### src/rtl/adc_spi_resp.sv
// rtl/adc_spi_resp.sv - SPI mode-3 slave returning a 12-bit ADC sample per frame
// and latching the channel to be returned in the following frame.
module adc_spi_resp #(
  parameter logic [2:0] INIT_CH = 3'd0
) (
  input  logic        clk,
  input  logic        rst_n,
  input  logic        SS_n,
  input  logic        SCLK,
  input  logic        MOSI,
  output logic        MISO,
  output logic [2:0]  ch_sel,
  input  logic [11:0] ch_data,
  output logic        xfer_done,
  output logic        frame_err
);

  typedef enum logic {IDLE, SHIFT} state_t;

  state_t      state, state_nx;
  logic [15:0] tx_shift, tx_nx;
  logic [13:0] rx_shift, rx_nx;
  logic [4:0]  bit_cnt, cnt_nx;
  logic [2:0]  ch_nx;
  logic        done_nx, err_nx;

  logic ss_s1, ss_s2, ss_d;
  logic sclk_s1, sclk_s2, sclk_d;
  logic mosi_s1, mosi_s2;
  logic [1:0] warm_cnt;

  always_ff @(posedge clk or negedge rst_n) begin
    if (!rst_n) begin
      {ss_s1, ss_s2, ss_d}       <= 3'b111;
      {sclk_s1, sclk_s2, sclk_d} <= 3'b111;
      {mosi_s1, mosi_s2}         <= 2'b00;
      warm_cnt                   <= 2'd0;
    end else begin
      {ss_s1, ss_s2, ss_d}       <= {SS_n, ss_s1, ss_s2};
      {sclk_s1, sclk_s2, sclk_d} <= {SCLK, sclk_s1, sclk_s2};
      {mosi_s1, mosi_s2}         <= {MOSI, mosi_s1};
      if (warm_cnt != 2'd3) warm_cnt <= warm_cnt + 2'd1;
    end
  end

  // The synchronizers reset high, so an SS_n held low through reset would look
  // like a fall; only trust the fall once every stage holds a real sample.
  logic ss_fall, ss_rise, sclk_fall, sclk_rise;
  assign ss_fall   = (warm_cnt == 2'd3) & ss_d & ~ss_s2;
  assign ss_rise   = ~ss_d & ss_s2;
  assign sclk_fall = sclk_d & ~sclk_s2;
  assign sclk_rise = ~sclk_d & sclk_s2;

  always_comb begin
    state_nx = state;
    tx_nx    = tx_shift;
    rx_nx    = rx_shift;
    cnt_nx   = bit_cnt;
    ch_nx    = ch_sel;
    done_nx  = 1'b0;
    err_nx   = 1'b0;
    case (state)
      IDLE: begin
        if (ss_fall) begin
          state_nx = SHIFT;
          tx_nx    = {4'b0000, ch_data};
          cnt_nx   = 5'd0;
        end
      end
      SHIFT: begin
        if (bit_cnt == 5'd16) ch_nx = rx_shift[13:11];
        if (ss_rise) begin
          state_nx = IDLE;
          done_nx  = (bit_cnt == 5'd16);
          err_nx   = (bit_cnt != 5'd0) && (bit_cnt != 5'd16);
        end else begin
          if (sclk_rise && bit_cnt != 5'd16) begin
            rx_nx  = {rx_shift[12:0], mosi_s2};
            cnt_nx = bit_cnt + 5'd1;
          end
          // The mode-3 leading fall precedes any sample, so the MSB must hold.
          if (sclk_fall && bit_cnt != 5'd0 && bit_cnt != 5'd16)
            tx_nx = {tx_shift[14:0], 1'b0};
        end
      end
      default: state_nx = IDLE;
    endcase
  end

  always_ff @(posedge clk or negedge rst_n) begin
    if (!rst_n) begin
      state     <= IDLE;
      tx_shift  <= '0;
      rx_shift  <= '0;
      bit_cnt   <= '0;
      ch_sel    <= INIT_CH;
      xfer_done <= 1'b0;
      frame_err <= 1'b0;
    end else begin
      state     <= state_nx;
      tx_shift  <= tx_nx;
      rx_shift  <= rx_nx;
      bit_cnt   <= cnt_nx;
      ch_sel    <= ch_nx;
      xfer_done <= done_nx;
      frame_err <= err_nx;
    end
  end

  assign MISO = (state == SHIFT) ? tx_shift[15] : 1'b0;

endmodule
### config.mk
export PLATFORM = sky130hd
export DESIGN_NAME = adc_spi_resp
export DESIGN_NICKNAME = d
export VERILOG_FILES = /design/src/rtl/adc_spi_resp.sv
export SDC_FILE = /design/constraint.sdc
export NUM_CORES = 1
export LEC_CHECK = 0
export CAP_MARGIN = 20
export CORE_MARGIN = 4
export CORE_UTILIZATION = 40
export CTS_BUF_LIST = sky130_fd_sc_hd__clkbuf_4 sky130_fd_sc_hd__clkbuf_8
export DETAILED_ROUTE_END_ITERATION = 6
export PLACE_DENSITY_LB_ADDON = 0.2
export REMOVE_ABC_BUFFERS = 1
export SYNTH_ARGS = -nofsm -noshare
export SYNTH_HDL_FRONTEND = slang
export SYNTH_SLANG_ARGS = --single-unit
### constraint.sdc
create_clock -name clk -period 4.8 [get_ports clk]
set_input_delay 0.48 -clock clk [delete_from_list [all_inputs] [get_ports clk]]
set_output_delay 0.48 -clock clk [all_outputs]
set_load 0.01 [all_outputs]
After elaboration in Yosys (flattened, before gate mapping)
Cells that the tools add are included.

storage, ports and cells
  register bits after elaboration = 51
  input bits = 17
  output and inout port bits = 6
  word-level logic and storage cells = 62

operators by class
  $add $sub $neg = 2
  equality and inequality tests = 8
  mux-type cells = 16
  bitwise logic cells = 11
  reductions and logical operators = 9

operators with widths
  cell                 count
  $mux 16              3
  $pmux 16 s2          1
  $mux 5               3
  $pmux 5 s2           1
  $reduce_and 3->1     3
  $mux 1               7
  $ne 2x2->1 const B   3
  $not 1->1            6
  $add 5x1->5 const B  1
  $and 1x1->1          5
  $eq 5x5->1 const B   1
  $ne 5x5->1 const B   1
  $reduce_bool 5->1    1
  $logic_and 1x1->1    4
  $ne 2x1->1 const B   2
  $add 2x1->2 const B  1
  $eq 2x2->1 const B   1
  $pmux 1 s2           1
  $reduce_and 2->1     1

Depth between registers and ports, before layout
Gate-level depths: netlist (run 1).

  depth after elaboration = 7
  depth in mapped cells = 7
  depth with buffers taken out = 6

Worst setup path before layout (run 1)
OpenSTA, ideal clock, no wires.

  path kind = register -> register
  start point = register bit_cnt[0]
  end point = register rx_shift[10]
  library setup time = 0.127 ns
  arrival time = 1.512 ns
  data required time = 4.673 ns
  path slack = 3.160 ns
  stages on the path, launching flop included = 8
  clock period less this slack = 1.640 ns
  cells stage by stage = dfrtp_1 -> inv_1 -> ha_1 -> nor4bb_2 -> nor2_1 -> nand3_2 -> buf_6 -> mux2_1

on the way
  cells in the longest elaborated chain, start to end = 3

RTL lines
  item                               RTL line  RTL
  start, declared                    23        logic [4:0] bit_cnt, cnt_nx;
  start signal, assigned             103       bit_cnt <= cnt_nx;
  $ne 5x5->1                         77        if (sclk_rise && bit_cnt != 5'd16) begin
  $logic_and 1x1->1                  77
  $reduce_and 3->1 (no source line)  -
  end signal, assigned               102       rx_shift <= rx_nx;
  end, declared                      22        logic [13:0] rx_shift, rx_nx;

Every way passes these cells.
A chain may end at the register's enable or synchronous reset.

Worst setup path in the final report (run 1)
  start point = register state
  end point = output MISO

on the way
  cells in the longest elaborated chain, start to end = 1

RTL lines
  item                    RTL line  RTL
  start, declared         20        state_t state, state_nx;
  start signal, assigned  100       state <= state_nx;
  $mux 1                  110       assign MISO = (state == SHIFT) ? tx_shift[15] : 1'b0;
  end, declared           11        output logic MISO,

Every way passes these cells.

==> metrics.md, run 1 <==
| Metric | Value |
|---|---|
| Grt peak-use layer | `met2` |
| Clk slew on worst S/H paths | `90 ps` |
| Largest net degree at the start of global routing | `52` |
| Longest Clk Path Bufs | `2` |
| Area leader, netlist | `dfrtp_1` |
| Met3 Use GR | `roughly 3.8%` |
| Period utilisation layout | `between 50% and 60%` |
| Routed vias/inst | `4.86` |
| DR pass1 iterations | `4` |
| Filler cell count | `just under 500` |
| CP max FO | `23` |
| Final design utilization | `between 40% and 50%` |
| Synth area leaders | `dfrtp_1, dfstp_2, mux2i_1, mux2_1, mux2_2` |
| Post-Synth Adder-Cell Area | `1.76%` |
| Vias in the first global route | `1241` |
| Final Wtd Congestion | `0.774` |
| Leakage | `1.13 nW` |
| Switching Share | `between 20% and 30%` |
| FF-to-FF setup slack | `2630 ps` |
| Min Clock Period, post-route | `2530 ps` |
| Initial antenna violation count | `0` |
| Avg Inst Size Synth | `roughly 13 um^2` |
| DP HPWL | `between 2000 and 2500 um` |
| R2R cell count | `4` |
| Post-Synthesis Cells | `166` |
| Synth Area in XOR/XNOR | `less than 1%` |
| Avg WL per Cell | `12.9 um` |
| Vias | `1264` |
| Sequential-to-total area share from yosys stat | `60.0%` |
| GR met2 Demand/Resource | `17.6%` |
| Clock H-tree levels | `2` |
| Met1 Track Usage GR | `14.9%` |
| CP Class | `flop to output pin` |
| Rows | `26` |
| Setup TNS | `0 ps` |
| DR DRC count | `0` |
| Global-route wire length before repair | `5720 um` |
| Die Height | `just over 80 um` |
| Clk network pwr share | `24.8%` |
| Reg power frac | `57.0%` |
| Nets | `209` |
| Area delta synth->final | `17.6%` |
| Register area | `1280 um^2` |
| Largest family of logic cells by synthesized area | `multiplexers` |
| Setup repair after global routing missed its margin | `no` |
| Post-Synthesis Cell Area | `around 2100 um^2` |
| Hold Path Class | `input pin to async pin` |
| Worst EP required | `4320 ps` |
| N_diodes | `0` |
| Int Power | `0.731 mW` |
| Antenna Nets Post-Route | `0` |
| Post_cts resized | `0` |
| Net Switching | `0.282 mW` |
| Critical R2R Capture | `tx_shift[0]` |
| I/O pin count | `23` |
| Clk_skew | `slightly below 9 ps` |
| CTS buffer count | `5` |
| Compound-cell area share of the yosys netlist | `a little under a tenth` |
| Hold Buf Count CTS | `0` |
| #FFs+latches synth | `51` |
| Post-Route WL | `between 3000 and 4000 um` |
| PwrDens | `between 400 and 500 nW/um^2` |
| Gr usage total | `11.5%` |
| Peak VDD IR | `between 0.15 and 0.2 mV` |
| Post-synthesis mux area share | `between 15 and 20%` |
| Post-synthesis cell type count | `34` |
| Initial core utilization | `41.6%` |
| Yosys top cell area share | `a little over half` |
| Die X | `81.1 um` |
| Final setup vio count | `0` |
| Total die area | `6580 um^2` |
| F_max | `between 300 and 400 MHz` |
| CP Data Arrival Time | `slightly above 2000 ps` |
| Comb pwr share | `18.3%` |
| Crit Reg-Reg Startpoint | `state` |
| CP startpoint kind | `flop` |
| Max transition margin | `37.0%` |
| CP endpoint kind | `output pin` |
| Layout cells sized above 1 | `roughly 17%` |
| Ys Warns | `0` |
| Slew Viols, Final | `0` |
| Core area | `between 5000 and 6000 um^2` |
| CTS root buf | `clkbuf_8` |
| Least-Margin Pin Slew | `945 ps` |
| Synth Area in Simple Gates | `roughly 7.5%` |
| Grt ovf | `0` |
| CTS sink cnt | `between 50 and 60` |
| Initial DRC Count | `77` |
| Worst skew pair latency | `310 ps` |
| Max_cap viols | `0` |
| Outcome | `completed` |
| Post-CTS Repair Setup Buffers | `0` |
| Footprint of the multi-input gates | `between 700 and 800 um^2` |
| CTS tree | `built` |
| Final hold viol count | `0` |
| # port buffers | `22` |
==> synth_stat cells <==
master and number:
nand3_1 2, dfrtp_1 45, mux2_2 10, and2_1 1, o21ai_1 3, nand2_1 5
nor4bb_2 1, inv_1 8, nor2_1 3, o21ai_0 2, nand2_2 1, inv_2 1
mux2i_1 15, nand2b_1 3, mux2_1 10, o31ai_1 1, o21a_1 1, nand3_2 1
buf_4 1, ha_1 3, buf_6 1, xnor2_1 1, dfstp_2 6, clkbuf_1 2
a21oi_1 12, a22o_1 1, a2bb2oi_2 1, nor2b_1 3, a31oi_1 11, or4_1 1
nor3_1 3, nor3b_1 2, buf_2 4, and3_1 1
==> worst max-delay path: stages, from the launching register on <==
cell	delay, ps
dfrtp_1	980
and2_1	230
clkdlybuf4s50_1	530
==> registers in the layout, summed over array words and instances (netlist names), 2 cells and up <==
name      count
tx_shift     16
rx_shift     14
bit_cnt       5
ch_sel        3
warm_cnt      2
==> power by group through the flow <==
stage                     logic [mW]  clock network [mW]  registers (mW)
after floorplan                0.135                   0           0.572
after global placement         0.178                   0           0.582
after detailed placement       0.186                   0           0.586
after CTS                      0.186               0.263           0.578
after global routing           0.211               0.281           0.590
final                          0.185               0.251           0.577
==> per-stage QoR <==
stage | std cells | instance area, um^2 | setup slack [ps] | hold slack [ps] | power, mW
after CTS | 259 | 2490 | 2250 | 359 | 1.03
after floorplan | 158 | 2090 | 2570 | 184 | 0.707
after detailed placement | 251 | 2400 | 2600 | 341 | 0.771
after global placement | 251 | 2400 | 2630 | 336 | 0.760
final | 260 | 2510 | 2270 | 88.1 | 1.01
after global routing | 260 | 2510 | 2180 | 106 | 1.08
==> layout by cell type (no fill, tap or decap), types with 6 or more instances in the layout <==
| master | count |
|---|---|
| clkdlybuf4s50_1 | 21 |
| mux2_2 | 10 |
| a21oi_1 | 12 |
| dfstp_2 | 6 |
| mux2i_1 | 15 |
| mux2_1 | 10 |
| dfrtp_1 | 45 |
| inv_1 | 8 |
| a31oi_1 | 11 |
==> metal layers <==
metal	wire, um	vias up
met1	1620	606
met3	127	6
met2	1550	21
met4	59	0
met5	0	-
li1	-	631
==> cells by family (layout without fill, tap and decap cells) <==
kind of cell               after synthesis  count (layout)
AOI/OAI and AO/OA                       32              32
muxes                                   35              35
xor gates and xnor gates                 1               1
and+or+nand+nor                         27              27
adders and majority gates                3               3
DFF                                     51              51
buffers and inverters                   17              41
==> worst max path at each step <==
stage,startpoint,end,slack [ps],cells past startpoint
2_1_floorplan,bit_cnt[0],tx_shift[0],2570,6
3_3_place_gp,state,MISO,2630,2
3_5_place_dp,state,MISO,2600,2
4_1_cts,state,MISO,2250,2
5_1_grt,state,MISO,2180,2
6_report,state,MISO,2270,2
==> area by class of cell <==
type                            count  area share, %
Inverter                            9           1.34
Tap cell                           70           3.48
Multi-Input combinational cell     98           30.8
Timing Repair Buffer               24           9.65
Sequential cell                    51           51.0
Clock inverter                      2          0.647
Clock buffer                        6           3.03
No activity file was read; power rests on OpenSTA's default activity.
==> run 2: changes to the inputs <==
clock period = 2.4 ns   (was 4.8 ns; I/O delays follow)
==> run 2 against run 1 <==
Net effect:
- clock skew is 3.8 ps lower
- global-route usage up 1.0 points
- via count is 4.4% higher
- hold slack improved by 250 ps
- sequential power rose by 100%
- non-clock buffer count is 3 higher
- utilization rose by 1.1 points
- register-to-register slack got worse by 2100 ps
- first-iteration DRC count decreased by 6.5%
==> metrics.md, run 2 (synthesized netlist as in run 1, its figures left out) <==
| Metric | Value |
|---|---|
| Outcome | `completed` |
| DP HPWL | `2470 um` |
| Routed vias/inst | `5.02` |
| CP max FO | `13` |
| Global-route wire length before repair | `6210 um` |
| Area delta synth->final | `20.2%` |
| CP startpoint kind | `flop` |
| Largest net degree at the start of global routing | `29` |
| Least-Margin Pin Slew | `693 ps` |
| Setup repair after global routing missed its margin | `no` |
| Cell count of the worst hold path | `1` |
| Final setup vio count | `0` |
| Hold path start | `SS_n` |
| R2R cell count | `6` |
| DR DRC count | `0` |
| Max transition margin | `between 50 and 60%` |
| Die X | `slightly above 80 um` |
| Vias | `about 1300` |
| # port buffers | `22` |
| Dpl cells | `254` |
| Critical R2R Capture | `rx_shift[4]` |
| I/O pin count | `23` |
| Largest register FFs | `16` |
| Grt ovf | `0` |
| Layout Cells excl Fill | `263` |
| Period utilisation layout | `approximately 80%` |
| DR pass1 iterations | `4` |
| Final hold viol count | `0` |
| FF-to-FF setup slack | `520 ps` |
| Critical path's top delay family | `flip-flops` |
| CTS buffer count | `5` |
| Slowest cell delay on critical path | `690 ps` |
| Setup TNS | `0 ps` |
| Post-Route WL | `3560 um` |
| CP cell instances | `and2_1, clkdlybuf4s50_1` |
| Gr usage total | `12.5%` |
| Tot Pwr | `2.24 mW` |
| PwrDens | `872 nW/um^2` |
| Clk_skew | `4.97 ps` |
| Core area | `5140 um^2` |
| Hold endpoint | `ss_s1` |
| Commonest cells after routing, fill and taps aside | `dfrtp_1, clkdlybuf4s50_1, mux2i_1` |
| CTS sink cnt | `51` |
| Nets | `about 210` |
| Hold Path Class | `input pin to flop` |
| F_max | `506 MHz` |
| CP Class | `flop to output pin` |
| Min Clock Period, post-route | `just under 2000 ps` |
| Clock H-tree levels | `2` |
| Slew Viols, Final | `0` |
| Initial antenna violation count | `0` |
| Crit Reg-Reg Startpoint | `bit_cnt[0]` |
| Commonest non-fill, non-tap cell in the layout | `dfrtp_1` |
| Finished Cell Area | `about 2600 um^2` |
| Worst skew pair latency | `300 ps` |
| Final Wtd Congestion | `between 0.8 and 0.9` |
| Leakage | `1.17 nW` |
| CP max-delay cell | `dfrtp_1` |
| Peak VDD IR | `0.444 mV` |
| Regs by FF count | `tx_shift: 16 flops, rx_shift: 14 flops, bit_cnt: 5 flops` |
| Longest Clk Path Bufs | `2` |
| Initial core utilization | `a little over two fifths` |
| N_diodes | `0` |
| Clk slew on worst S/H paths | `around 90 ps` |
| Total die area | `~6600 um^2` |
| Vias in the first global route | `1323` |
| CP Data Arrival Time | `1740 ps` |
| WP buf/inv | `1` |
| Avg WL per Cell | `13.5 um` |
| DP Area | `about 2400 um^2` |
| Rows | `26` |
| Post_cts resized | `0` |
| CP endpoint kind | `output pin` |
| CTS tree | `built` |
| Layout cells sized above 1 | `17.6%` |
| Max_cap viols | `0` |
| Most flops, register | `tx_shift` |
| Antenna Nets Post-Route | `0` |
| Die Height | `81.1 um` |
| CTS root buf | `clkbuf_8` |
| Worst EP required | `2160 ps` |
| Post-CTS Repair Setup Buffers | `0` |
| Initial DRC Count | `72` |
run 2: cell count changes in the layout (fill, tap and decap cells not counted), sizes merged:
cell / delta
buf: +2
inv: -1
clkinvlp: -1
bufinv: +2
dlygate4sd3: +1
run 2: final cells by class:
cell class	count	area, um^2
clock inverter	2	60.1
multi-input combinational	98	774
fill	469	2570
tap	70	87.6
sequential	51	1280
timing repair buffer	27	255
inverter	9	33.8
clock buffer	6	76.3
run 2: repair_timing:
action / 4_1_cts / 5_1_grt
setup endpoints to repair: 0 / 0
hold buffers: 1 / 0
endpoints found under the hold margin: 45 / 0
run 2: worst max-delay path by stage:
stage,startpoint,end,slack (ps),cells after the start
2_1_floorplan,bit_cnt[0],tx_shift[0],170,6
5_1_grt,state,MISO,320,2
6_report,state,MISO,420,2
3_5_place_dp,bit_cnt[0],rx_shift[4],520,6
4_1_cts,state,MISO,410,2
3_3_place_gp,bit_cnt[0],rx_shift[5],630,6
run 2: routing by layer:
metal / up-vias / track usage, % / routed length, um
met5: - / 0 / 0
met4: 0 / 4.05 / 35
met3: 4 / 4.77 / 151
met2: 21 / 19.1 / 1690
met1: 656 / 16.4 / 1680
li1: 639 / - / -
run 2: power breakdown:
| part | leakage, nW | switching [mW] | internal [mW] |
|---|---|---|---|
| Sequential | 0.623 | 0.111 | 1.05 |
| Clock | 0.0688 | 0.276 | 0.428 |
| Combinational | 0.474 | 0.185 | 0.198 |
run 2: stage by stage:
step                setup slack [ps]  hold WS [ps]  util, %
detailed placement               517           254     47.2
global route                     315           315     50.0
global placement                 632           239     47.2
finish                           424           338     50.0
CTS                              406           332     50.0
floorplan                        172         -55.6        -
run 2: worst reg2reg max path, cell delays in order, from the launching register on:
cell      delay, ps
dfrtp_1         410
inv_1            60
ha_1            210
nor4bb_2        180
nor2_1          130
nand3_2         340
mux2_1          450
